--- config.mk ---
export PLATFORM = sky130hd
export DESIGN_NAME = fetch_stage
export DESIGN_NICKNAME = d
export VERILOG_FILES = /design/src/rtl/fetch_stage.sv
export SDC_FILE = /design/constraint.sdc
export NUM_CORES = 1
export LEC_CHECK = 0
export CAP_MARGIN = 20
export CORE_ASPECT_RATIO = 1.4
export CORE_UTILIZATION = 25
export CTS_CLUSTER_SIZE = 28
export DETAILED_ROUTE_END_ITERATION = 12
export PLACE_DENSITY = 0.64
export SLEW_MARGIN = 20
export SYNTH_ARGS = -nofsm -noshare
export SYNTH_HDL_FRONTEND = slang
export SYNTH_SLANG_ARGS = --single-unit
--- constraint.sdc ---
create_clock -name clk -period 2.9 [get_ports clk]
set_input_delay 0.435 -clock clk [delete_from_list [all_inputs] [get_ports clk]]
set_output_delay 0.435 -clock clk [all_outputs]
set_load 0.05 [all_outputs]
--- src/rtl/fetch_stage.sv ---
// Instruction-fetch stage: owns the PC, drives a 1-cycle-latency instruction memory and hands
// {if_valid, if_pc, if_inst} to decode. Define FETCH_ICOUNT_EN to add the fetch_count output.
module fetch_stage #(
  parameter logic [31:0] RESET_PC = 32'h4000_0000,
  parameter logic [31:0] NOP_INST = 32'h0000_0013
) (
  input  logic        clk,
  input  logic        rst,
  input  logic        stall,
  input  logic        redirect_valid,
  input  logic [31:0] redirect_pc,
  output logic [31:0] imem_addr,
  input  logic [31:0] imem_dout,
  output logic        if_valid,
  output logic [31:0] if_pc,
  output logic [31:0] if_inst,
`ifdef FETCH_ICOUNT_EN
  output logic [31:0] fetch_count,
`endif
  output logic        fetch_misalign
);

  typedef enum logic {BOOT, RUN} state_t;

  state_t      state_q;
  state_t      state_d;
  logic [31:0] fetch_pc_q;
  logic        misalign_q;

  always_ff @(posedge clk) begin
    if (rst) begin
      state_q <= BOOT;
    end else begin
      state_q <= state_d;
    end
  end

  always_comb begin
    state_d = state_q;
    case (state_q)
      BOOT:    state_d = RUN;
      RUN:     state_d = RUN;
      default: state_d = BOOT;
    endcase
  end

  // Redirect beats stall; a stall re-reads the same word so imem_dout stays stable.
  always_comb begin
    imem_addr = fetch_pc_q + 32'd4;
    if (rst) begin
      imem_addr = RESET_PC;
    end else if (redirect_valid) begin
      imem_addr = {redirect_pc[31:2], 2'b00};
    end else if (state_q == BOOT) begin
      imem_addr = RESET_PC;
    end else if (stall) begin
      imem_addr = fetch_pc_q;
    end
  end

  // The wrong-path word is squashed in the redirect cycle itself.
  always_comb begin
    if_valid       = (state_q == RUN) && !redirect_valid;
    if_pc          = fetch_pc_q;
    if_inst        = if_valid ? imem_dout : NOP_INST;
    fetch_misalign = misalign_q;
  end

  always_ff @(posedge clk) begin
    if (rst) begin
      fetch_pc_q <= RESET_PC;
      misalign_q <= 1'b0;
    end else begin
      fetch_pc_q <= imem_addr;
      if (redirect_valid && (redirect_pc[1:0] != 2'b00)) begin
        misalign_q <= 1'b1;
      end
    end
  end

`ifdef FETCH_ICOUNT_EN
  // Counts instructions actually handed to decode.
  always_ff @(posedge clk) begin
    if (rst) begin
      fetch_count <= 32'd0;
    end else if (if_valid && !stall) begin
      fetch_count <= fetch_count + 32'd1;
    end
  end
`endif

endmodule

## Word-level counts from Yosys, hierarchy flattened

Cells that the tools add are included.

- Register bits after elaboration: 34
- Input bits: 68
- Output and inout port bits: 98
- Logic and storage cells: 14

- Add/sub/neg operators: 1
- Muxes and demuxes: 6
- Reductions and logical operators: 4

Operators by type and width:

| operator | count |
|---|---|
| two-way mux 32 bit | 5 |
| adder 32 x 3 -> 32 bit (second input constant) | 1 |
| logical AND 1 bit | 2 |
| nonzero test 2 bit | 1 |
| zero test 1 bit | 1 |
| two-way mux 1 bit | 1 |

## Depth between registers and ports, before layout

- Depth after elaboration: 5
- Depth in mapped cells: 6
- Depth with buffers taken out: 5

## Worst setup path after synthesis

OpenSTA, ideal clock, no wires.

- Path type: register -> output
- Start point: reg fetch_pc_q[2] (netlist: if_pc[2])
- End point: out imem_addr[14]
- Arrival: 2.708 ns
- Required time: 2.465 ns
- Path slack: -0.243 ns
- Stages on the path, launching flop included: 7
- Buffers on the path: 1
- Path through: dfxtp_1 > ha_1 > and4b_1 > clkbuf_1 > nand4_1 > xor2_1 > o21ai_0

- Longest elaborated chain between the ends: 5

RTL lines:

| what | line | RTL |
|---|---|---|
| start, declared | 27 | `logic [31:0] fetch_pc_q;` |
| start signal, assigned | 74 | `fetch_pc_q <= imem_addr;` |
| adder 32 x 3 -> 32 bit | 49 | `imem_addr = fetch_pc_q + 32'd4;` |
| two-way mux 32 bit | 56 | `end else if (stall) begin` |
| two-way mux 32 bit | 54 | `end else if (state_q == BOOT) begin` |
| two-way mux 32 bit | 52 | `end else if (redirect_valid) begin` |
| two-way mux 32 bit | 50 | `if (rst) begin` |
| end, declared | 12 | `output logic [31:0] imem_addr,` |

Every way passes these cells.

## Worst setup path in the final report

- Start point: in stall
- End point: out imem_addr[17]

- Longest elaborated chain between the ends: 4

RTL lines:

| what | line | RTL |
|---|---|---|
| start, declared | 9 | `input logic stall,` |
| two-way mux 32 bit | 56 |  |
| two-way mux 32 bit | 54 |  |
| two-way mux 32 bit | 52 |  |
| two-way mux 32 bit | 50 |  |

Every way passes these cells.

==> flow_metrics.env <==
export IMPL_maxCapViolCount=0
export IMPL_ant_nets=0
export IMPL_grt_first_pass_wirelength_mm=13.5
export IMPL_num_fill_cells=765
export IMPL_cp_max_fo=5
export IMPL_hold_viol=0
export IMPL_p_sw_share_pct=33.5
export IMPL_synth_area_per_cell_um2=7.87
export IMPL_r2r_start="if_pc[7]"
export IMPL_synth_seq_area_share_pct=29.9
export IMPL_met2_usage_pct=34.3
export IMPL_yosys_register_bits=34
export IMPL_dpl_cell_count=551
export IMPL_cts_buffer_depth=2
export IMPL_cp_depth=6
export IMPL_r2r_end="if_pc[27]"
export IMPL_synth_area_um2=2270
export IMPL_cts_root_buf="clkbuf_16"
export IMPL_combPwrFrac_pct=38.2
export IMPL_rsz0062_at_grt="no"
export IMPL_die_h_um=115
export IMPL_vias_per_cell=5.18
export IMPL_final_util_pct=55.8
export IMPL_drc=0
export IMPL_worst_slew_pin_slew_ps=543
export IMPL_cp_slowest_cell="clkdlybuf4s50_1"
export IMPL_drt_first_pass_iters=4
export IMPL_crit_buf_inv=2
export IMPL_ff2ff_path_depth=5
export IMPL_hp_start="fetch_misalign"
export IMPL_final_common_cell="clkdlybuf4s50_1"
export IMPL_layout_cells_most_common_list="clkdlybuf4s50_1 (100), buf_12 (64), and2_1 (38)"
export IMPL_hpwl_mm=7.15
export IMPL_power_mw=1.72
export IMPL_ys_async_sr_fraction_pct=0
export IMPL_critPathLaunch="stall"
export IMPL_io_buffers=165
export IMPL_grt_max_degree=31
export IMPL_grt_pass1_vias=2819
export IMPL_skew_ps=7.82
export IMPL_cts_num_sinks=34
export IMPL_drive_gt1_share_pct=21.4
export IMPL_fin_area_um2=4860
export IMPL_ys_types=41
export IMPL_die_area_um2=9490
export IMPL_cp_arrival_ps=2330
export IMPL_diodes=0
export IMPL_htree_num_levels=2
export IMPL_yosysWarnings=0
export IMPL_fin_nets=522
export IMPL_crit_type="input port to primary output"
export IMPL_p_seq_share_pct=30.2
export IMPL_grt_busiest_layer="met2"
export IMPL_p_sw_uw=576
export IMPL_critPathLaunchType="input port"
export IMPL_wl_mm=8.81
export IMPL_clk_latency_ps=280
export IMPL_cp_top_family="compound AO/OA/AOI/OAI gates"
export IMPL_p_per_area_nw_per_um2=353
export IMPL_met1_usage_pct=19.4
export IMPL_synth_edf_count=0
export IMPL_period_share_pct=95.4
export IMPL_core_area_um2=8710
export IMPL_worstHoldEndpoint="fetch_misalign"
export IMPL_ys_flop_type="dfxtp_1"
export IMPL_first_iter_violations=163
export IMPL_via_count=2896
export IMPL_p_int_mw=1.14
export IMPL_timing_reg2reg_setup_slack_ps=1000
export IMPL_cts_made_buffers=5
export IMPL_min_path_type="register to register"
export IMPL_cts_tree="done"
export IMPL_p_clk_share_pct=31.6
export IMPL_path_clk_slew_ps=50
export IMPL_required_ps=2470
export IMPL_place_area_um2=4710
export IMPL_post_cts_setup_buffer_count=0
export IMPL_slew_headroom_pct=63.7
export IMPL_setup_tns_ps=0
export IMPL_grt_overflow=0
export IMPL_whs_path_depth=2
export IMPL_maxSlewViolCount=0
export IMPL_grt_antenna_before_repair=0
export IMPL_syn2layout_area_growth_pct=114
export IMPL_finalSetupViolCount=0
export IMPL_leakagePower_nw=1.89
export IMPL_synth_cells=289
export IMPL_placementRows=40
export IMPL_place_gp_congestion=0.801
export IMPL_fin_cells=559
export IMPL_syn_nets=358
export IMPL_peakVddDrop_uv=256
export IMPL_start_util_pct=26.1
export IMPL_die_x_um=82.6
export IMPL_path_cells="clkdlybuf4s50_1 > and4b_2 > nand3_1 > o311a_1 > a221o_1 > buf_12"
export IMPL_pin_count=166
export IMPL_grtUsageTotal_pct=18.4
export IMPL_wire_per_inst_um=15.8
export IMPL_status="finished clean"
export IMPL_end_kind="primary output"
export IMPL_grt_use_met3_pct=6.35
export IMPL_final_min_clock_period_ps=2770
export IMPL_fmax_mhz=362
export IMPL_max_stage_delay_ps=450
area by class of cell:
class	instances	area [µm²]	area share, %
Clock inverter	2	12.5	0.257
Sequential cell	34	681	14.0
Multi-Input combinational cell	229	1490	30.5
Timing Repair Buffer	180	2400	49.4
Clock buffer	6	139	2.86
Tap cell	105	131	2.70
Inverter	3	11.3	0.232
worst register-to-register path, cell delays in order, from the launching register on:
cell and delay [ps]:
dfxtp_1 410, and3_1 390, nand4_2 130, buf_4 220
o311a_1 380, a221o_1 260
registers in the layout (all words and copies together), names as in the netlist:
signal / flops
state_q: 1
fetch_misalign: 1
if_pc: 32
cell usage after synthesis, types with 2 or more instances:
library cell | n | area share (%)
a21oi_1 | 3 | 0.66
a221o_1 | 18 | 7.9
a22oi_1 | 5 | 1.7
a31oi_1 | 2 | 0.55
a32oi_1 | 2 | 0.77
and2_1 | 38 | 10
and3_1 | 4 | 1.1
and4_1 | 5 | 1.9
and4b_1 | 2 | 0.88
buf_2 | 7 | 1.5
clkbuf_1 | 14 | 2.3
dfxtp_1 | 34 | 30
inv_1 | 3 | 0.50
nand2_1 | 22 | 3.6
nand2b_1 | 5 | 1.4
nand3_1 | 22 | 4.8
nand4_1 | 9 | 2.5
nor2_1 | 19 | 3.1
nor2b_1 | 2 | 0.55
nor3_1 | 11 | 2.4
o211ai_1 | 6 | 2.0
o21ai_0 | 16 | 3.5
o311a_1 | 8 | 3.5
or3_1 | 2 | 0.55
or4_1 | 5 | 1.7
xnor2_1 | 4 | 1.5
xor2_1 | 7 | 2.7
power groups by stage:
stage / Combinational, mW / Sequential (mW) / Clock, mW
global route: 0.686 / 0.523 / 0.584
CTS: 0.661 / 0.520 / 0.559
finish: 0.656 / 0.520 / 0.542
detailed placement: 0.659 / 0.530 / 0
global placement: 0.655 / 0.528 / 0
floorplan: 0.239 / 0.601 / 0
layer usage:
metal / vias up / wire [µm]
met1: 1361 / 3290
met2: 122 / 4640
li1: 1407 / -
met3: 6 / 795
met4: 0 / 75
met5: - / 0
per-stage QoR:
step	hold WS, ps	worst slack, ps
6_report	444	134
5_1_grt	490	18.4
2_1_floorplan	560	136
3_3_place_gp	437	132
3_5_place_dp	441	108
4_1_cts	449	108
kinds of logic (layout without fill, tap and decap cells):
| kind of cell | Yosys count | in the layout | share of synthesized area [%] |
|---|---|---|---|
| AND/OR/NAND/NOR | 152 | 152 | 37.5 |
| AO/OA/AOI/OAI | 64 | 64 | 22.1 |
| flip-flops | 34 | 34 | 29.9 |
| buffers and inverters | 26 | 191 | 5.17 |
| XOR/XNOR | 11 | 11 | 4.24 |
| adder cells (fa/ha/maj) | 1 | 1 | 0.550 |
| multiplexers | 1 | 1 | 0.495 |
what timing repair did:
item	CTS	global route
setup endpoints to repair	0	1
hold buffers	0	0
gates resized for setup	0	2
how the worst max path moves through the flow:
stage | endpoint | slack (ps)
2_1_floorplan | imem_addr[14] | 140
3_3_place_gp | imem_addr[31] | 130
3_5_place_dp | imem_addr[31] | 110
4_1_cts | imem_addr[31] | 110
5_1_grt | imem_addr[31] | 20
6_report | imem_addr[17] | 130
(Power assumes the default switching activity.)
